==> config.mk <==
export PLATFORM = sky130hd
export DESIGN_NAME = flags_seq
export DESIGN_NICKNAME = d
export VERILOG_FILES = /design/src/rtl/flags_pkg.sv /design/src/rtl/flags_stack.sv /design/src/rtl/flags_seq.sv
export SDC_FILE = /design/constraint.sdc
export NUM_CORES = 1
export LEC_CHECK = 0
export ABC_AREA = 1
export CAP_MARGIN = 20
export CORE_MARGIN = 2
export CORE_UTILIZATION = 50
export CTS_CLUSTER_SIZE = 8
export DETAILED_ROUTE_END_ITERATION = 8
export PLACE_DENSITY_LB_ADDON = 0.15
export SLEW_MARGIN = 40
export SYNTH_ARGS = -nofsm -noshare
export SYNTH_HDL_FRONTEND = slang
export SYNTH_SLANG_ARGS = --single-unit
==> constraint.sdc <==
create_clock -name clk -period 2.45 [get_ports clk]
set_clock_uncertainty 0.15 [all_clocks]
set_input_delay 0.245 -clock clk [delete_from_list [all_inputs] [get_ports clk]]
set_output_delay 0.245 -clock clk [all_outputs]
set_load 0.01 [all_outputs]
==> src/rtl/flags_pkg.sv <==
// Shared definitions for the flags register sequencer:
// flag bit positions, condition codes, FSM states.
package flags_pkg;

    localparam int FLAG_N = 0;
    localparam int FLAG_Z = 1;
    localparam int FLAG_C = 2;
    localparam int FLAG_V = 3;

    localparam logic [2:0] COND_AL = 3'd0;
    localparam logic [2:0] COND_Z  = 3'd1;
    localparam logic [2:0] COND_NZ = 3'd2;
    localparam logic [2:0] COND_C  = 3'd3;
    localparam logic [2:0] COND_NC = 3'd4;
    localparam logic [2:0] COND_N  = 3'd5;
    localparam logic [2:0] COND_V  = 3'd6;
    localparam logic [2:0] COND_LT = 3'd7;

    typedef enum logic [1:0] {
        ST_IDLE  = 2'd0,
        ST_PEND  = 2'd1,
        ST_DRIVE = 2'd2
    } state_e;

    function automatic logic cond_eval(
        input logic [3:0] f,
        input logic [2:0] sel
    );
        logic r;
        unique case (sel)
            COND_AL: r = 1'b1;
            COND_Z:  r = f[FLAG_Z];
            COND_NZ: r = ~f[FLAG_Z];
            COND_C:  r = f[FLAG_C];
            COND_NC: r = ~f[FLAG_C];
            COND_N:  r = f[FLAG_N];
            COND_V:  r = f[FLAG_V];
            default: r = f[FLAG_N] ^ f[FLAG_V];
        endcase
        return r;
    endfunction

endpackage

==> src/rtl/flags_stack.sv <==
// DEPTH x 4 LIFO shadow stack for saved flags.
// Saturating pointer; clr empties it synchronously.
module flags_stack #(
    parameter int DEPTH = 4,
    parameter int PW    = 2
) (
    input  logic       clk,
    input  logic       clr,
    input  logic       push,
    input  logic       pop,
    input  logic [3:0] din,
    output logic [3:0] top,
    output logic       empty,
    output logic       full
);

    logic [3:0]  mem_q [DEPTH];
    logic [PW:0] ptr_q;
    logic [PW:0] ptr_m1;

    assign ptr_m1 = ptr_q - (PW+1)'(1);
    assign empty  = (ptr_q == '0);
    assign full   = (ptr_q == (PW+1)'(DEPTH));
    assign top    = mem_q[ptr_m1[PW-1:0]];

    // Pointer update; push and pop never wrap past the ends.
    always_ff @(posedge clk) begin
        if (clr) begin
            ptr_q <= '0;
        end else if (push && !full) begin
            ptr_q <= ptr_q + (PW+1)'(1);
        end else if (pop && !empty) begin
            ptr_q <= ptr_m1;
        end
    end

    // Entry storage; written at the current pointer on push.
    always_ff @(posedge clk) begin
        if (push && !full && !clr) begin
            mem_q[ptr_q[PW-1:0]] <= din;
        end
    end

endmodule

==> src/rtl/flags_seq.sv <==
// Flags register strobe sequencer with interrupt save/restore.
// Optional condition evaluator enabled by FLAGS_SEQ_COND_EN.
module flags_seq
    import flags_pkg::*;
#(
    parameter int DEPTH = 4,
    parameter int PW    = 2
) (
    input  logic       clk,
    input  logic       reset,
    input  logic       uop_calc,
    input  logic       uop_load,
    input  logic       uop_out,
    input  logic       irq_save,
    input  logic       irq_restore,
    input  logic       err_clr,
    input  logic [3:0] fin,
    input  logic [2:0] cond_sel,
    output logic       calcn,
    output logic       bloadn,
    output logic       boutn,
    output logic       rst_oen_n,
    output logic [3:0] rst_data,
    output logic       busy,
    output logic       empty,
    output logic       full,
    output logic       err_ovf,
    output logic       err_unf,
    output logic       err_drop,
    output logic       err_conf,
    output logic       cond_true
);

    state_e     state_q, state_d;
    logic       push, pop;
    logic       ovf_s, unf_s, drop_s, conf_s;
    logic       uop_any;
    logic [3:0] top;
    logic       ovf_q, unf_q, drop_q, conf_q;

    flags_stack #(
        .DEPTH(DEPTH),
        .PW   (PW)
    ) u_stack (
        .clk  (clk),
        .clr  (reset),
        .push (push),
        .pop  (pop),
        .din  (fin),
        .top  (top),
        .empty(empty),
        .full (full)
    );

    assign uop_any = uop_calc | uop_load | uop_out;
    assign busy    = (state_q != ST_IDLE);

    // Next state, stack control, error events and strobes.
    always_comb begin
        state_d   = state_q;
        push      = 1'b0;
        pop       = 1'b0;
        ovf_s     = 1'b0;
        unf_s     = 1'b0;
        drop_s    = 1'b0;
        conf_s    = 1'b0;
        calcn     = 1'b1;
        bloadn    = 1'b1;
        boutn     = 1'b1;
        rst_oen_n = 1'b1;
        rst_data  = 4'd0;
        unique case (state_q)
            ST_IDLE: begin
                if (irq_save) begin
                    if (full) ovf_s = 1'b1;
                    else      push  = 1'b1;
                end
                if (irq_restore) begin
                    if (irq_save)   drop_s  = 1'b1;
                    else if (empty) unf_s   = 1'b1;
                    else            state_d = ST_PEND;
                end
                conf_s = uop_calc & uop_load;
            end
            ST_PEND: begin
                drop_s = irq_save | irq_restore;
                conf_s = uop_calc & uop_load;
                if (!uop_any) state_d = ST_DRIVE;
            end
            ST_DRIVE: begin
                drop_s  = irq_save | irq_restore;
                conf_s  = uop_any;
                pop     = 1'b1;
                state_d = ST_IDLE;
            end
            default: state_d = ST_IDLE;
        endcase
        if (state_q == ST_DRIVE) begin
            bloadn    = 1'b0;
            rst_oen_n = 1'b0;
            rst_data  = top;
        end else begin
            calcn  = ~uop_calc;
            bloadn = ~(uop_load & ~uop_calc);
            boutn  = ~uop_out;
        end
        // Reset aborts any restore: no strobe, no stack movement.
        if (reset) begin
            push      = 1'b0;
            pop       = 1'b0;
            calcn     = 1'b1;
            bloadn    = 1'b1;
            boutn     = 1'b1;
            rst_oen_n = 1'b1;
            rst_data  = 4'd0;
        end
    end

    // FSM state register.
    always_ff @(posedge clk) begin
        if (reset) state_q <= ST_IDLE;
        else       state_q <= state_d;
    end

    // Sticky errors; clear beats a same-cycle set.
    always_ff @(posedge clk) begin
        if (reset || err_clr) begin
            ovf_q  <= 1'b0;
            unf_q  <= 1'b0;
            drop_q <= 1'b0;
            conf_q <= 1'b0;
        end else begin
            ovf_q  <= ovf_q  | ovf_s;
            unf_q  <= unf_q  | unf_s;
            drop_q <= drop_q | drop_s;
            conf_q <= conf_q | conf_s;
        end
    end

    assign err_ovf  = ovf_q;
    assign err_unf  = unf_q;
    assign err_drop = drop_q;
    assign err_conf = conf_q;

`ifdef FLAGS_SEQ_COND_EN
    logic cond_q;

    // Registered condition result from the live flags.
    always_ff @(posedge clk) begin
        if (reset) cond_q <= 1'b0;
        else       cond_q <= cond_eval(fin, cond_sel);
    end

    assign cond_true = cond_q;
`else
    logic unused_cond_sel;

    assign unused_cond_sel = ^cond_sel;
    assign cond_true       = 1'b0;
`endif

endmodule

==> impl_metrics.toml <==
[outcome]
outcome = "finished clean"

[power]
p_per_area_nw_per_um2 = 803
p_leak_nw = 0.708
ir_drop_mv = 0.567

[timing]
rsz0062_at_grt = "no"
fmax_mhz = 421
setup_viol_count_final = 0
slew_viol_final = 0
hold_viol_final = 0
finalCriticalPeriod_ns = 2.38
setup-tns-final_ns = 0
fin_crit_sh_pct = 97.0

[yosys]
ys_async_sr_fraction_pct = 0
synth.top_cells.by_count = "28 x nor2_1, 21 x inv_1, 19 x nand2_1"
postSynthNetCount = 171
synth_top_area_share_pct = 37.1
ys_seq_area_share_pct = 51.1
ys_ff_latch = 25
synth-edff-count = 16
syn_avg_cell_area_um2 = 8.86
synth_top_cells_by_area = "edfxtp_1 37%, dfxtp_1 14%, ha_1 9.7%"
syn_inst = 146
yosysTopAreaCell = "edfxtp_1"
synth_warnings = 0
netlist_area_um2 = 1290
ys.flop_type = "edfxtp_1"
netlist-cell-type-count = 23
synth_most_common_cell = "nor2_1"

[setup_path]
path_max_fanout = 7
end_kind = "primary output"
path_class = "register to primary output"
slowest_delay_ns = 0.56
arrival_ns = 1.98
required_ns = 2.06
cp_slowest_cell = "clkdlybuf4s50_1"
path_cells = "inv_1, ha_1, nand2_2, inv_1, a31oi_1, clkdlybuf4s50_1"
startpoint_type = "register"
crit_path_frequent_cell = "inv_1"
rr_worst_depth = 6

[floorplan]
start_util_pct = 52.7
num_rows = 18
dieArea_um2 = 3010
top_level_ports = 31
core_region_area_um2 = 2450
die_w_um = 54.9
die_h_um = 54.9

[finish]
area_growth_pct = 26.3
fillCellCount = 204
n_antenna_cell = 0
drive_gt1_share_pct = 9.66
final_nets = 202
final-instance-count-excl-fill = 206

[worst_hold_path]
hold_class = "register to register"
hold_depth = 2

[route]
viasPerCell = 5.02
wl_per_cell_um = 13.1
drt_iter0_markers = 24
via_count = 1035
post-route-drc-count = 0
dr.pass1.iters = 4
routed_wl_um = 2700
drtAntennaViolNets = 0

[placed_design]
gp_congestion = 0.804
place_hpwl_um = 2020
io_buffers = 26
place_inst = 202

[global_route]
grt_pass1_wl_um = 4060
antenna_found_initial = 0
track_usage_pct = 19.8
grt_max_degree = 16
grt_pass1_vias = 915
globalRouteOverflowTotal = 0

[clock_network]
clockRootBuffer = "clkbuf_4"
cts_tree = "done"
max-clock-path-buffers = 2
insertion_delay_ns = 0.32
cts_setup_buffers = 0
clock-sinks = 25
htree_levels = 1
clk_pin_slew_worst_paths_ns = 0.14
cts_inserted_buffers = 3

[run]
drv_cap = 0
==> per-stage QoR <==
stage	hold WS [ns]	instance area (µm²)	total power, mW	worst slack [ns]	util [%]
4_1_cts	0.317	1630	1.31	0.00772	66.5
6_report	0.313	1630	1.31	0.0746	66.6
2_1_floorplan	0.194	1290	0.896	0.731	-
5_1_grt	0.349	1630	1.40	0.00902	66.6
3_3_place_gp	0.288	1590	1.09	0.152	64.9
3_5_place_dp	0.295	1590	1.11	0.157	64.9
==> final cells by class <==
| type | count | area [µm²] | area share [%] |
|---|---|---|---|
| sequential | 25 | 663 | 40.6 |
| timing repair buffer | 29 | 278 | 17.0 |
| clock buffer | 3 | 22.5 | 1.38 |
| inverter | 22 | 82.6 | 5.05 |
| tap | 30 | 37.5 | 2.30 |
| multi-input combinational | 96 | 543 | 33.2 |
| clock inverter | 1 | 7.51 | 0.459 |
==> cell usage in the layout (no fill, tap or decap), types with 2 or more instances in the layout <==
cell type	netlist	layout
edfxtp_1	16	16
clkdlybuf4s50_1	0	22
buf_4	2	3
dlygate4sd2_1	0	4
dfxtp_1	9	7
nand2_1	19	19
clkbuf_4	0	3
ha_1	10	9
dfxtp_2	0	2
a21oi_1	11	11
o21ai_0	12	12
nand3_1	4	4
nand2_2	2	2
inv_1	21	21
nor2_1	28	28
==> logic make-up (layout without fill, tap and decap cells) <==
family	after synthesis	after routing	share of synthesized area (%)
fa+ha+maj	10	10	9.67
buf+inv	25	55	7.93
compound gates	26	26	10.5
other cells	1	1	0.290
flops	25	25	51.1
simple gates	59	59	20.5
==> flip-flops by register name, indices dropped and copies added (netlist names) <==
name           cells
err_drop           1
state_q            2
err_unf            1
u_stack.mem_q     16
err_conf           1
err_ovf            1
u_stack.ptr_q      3
==> per-layer routing <==
layer	vias up	global-route usage, %	routed length [µm]
met5	-	0	0
met4	0	7.08	27
met3	4	4.10	122
met2	27	33.3	1350
met1	472	24.8	1210
li1	532	-	-
==> power by group <==
part / switching, mW / total (mW) / leakage (nW) / internal [mW]
Clock: 0.127 / 0.189 / 0.0139 / 0.0625
Combinational: 0.345 / 0.595 / 0.475 / 0.249
Sequential: 0.0288 / 0.528 / 0.219 / 0.500
==> path summary, 6_finish.rpt <==
kind         slack, ns               startpoint                             to
max               0.07  state_q[0]$_SDFFE_PP0P_                         bloadn
max reg2reg       0.58  state_q[1]$_SDFFE_PP0P_  u_stack.mem_q[1][3]$_DFFE_PP_
min reg2reg       0.31      err_conf$_SDFF_PP0_            err_conf$_SDFF_PP0_
min               0.31      err_conf$_SDFF_PP0_            err_conf$_SDFF_PP0_
==> worst max-delay path, delay by kind of cell, from the launching register on <==
| family | cells | cell delay [ns] |
|---|---|---|
| buffers and inverters | 3 | 0.72 |
| flip-flops | 1 | 0.39 |
| adder cells (fa/ha/maj) | 1 | 0.23 |
| AND/OR/NAND/NOR | 1 | 0.18 |
| AO/OA/AOI/OAI | 1 | 0.14 |
==> what timing repair did <==
action                                  CTS  global route
hold buffers                              0             0
cloned                                    0             0
endpoints found under the setup margin    4             1
resized for setup                         7             1
No activity file was read; power rests on OpenSTA's default activity.
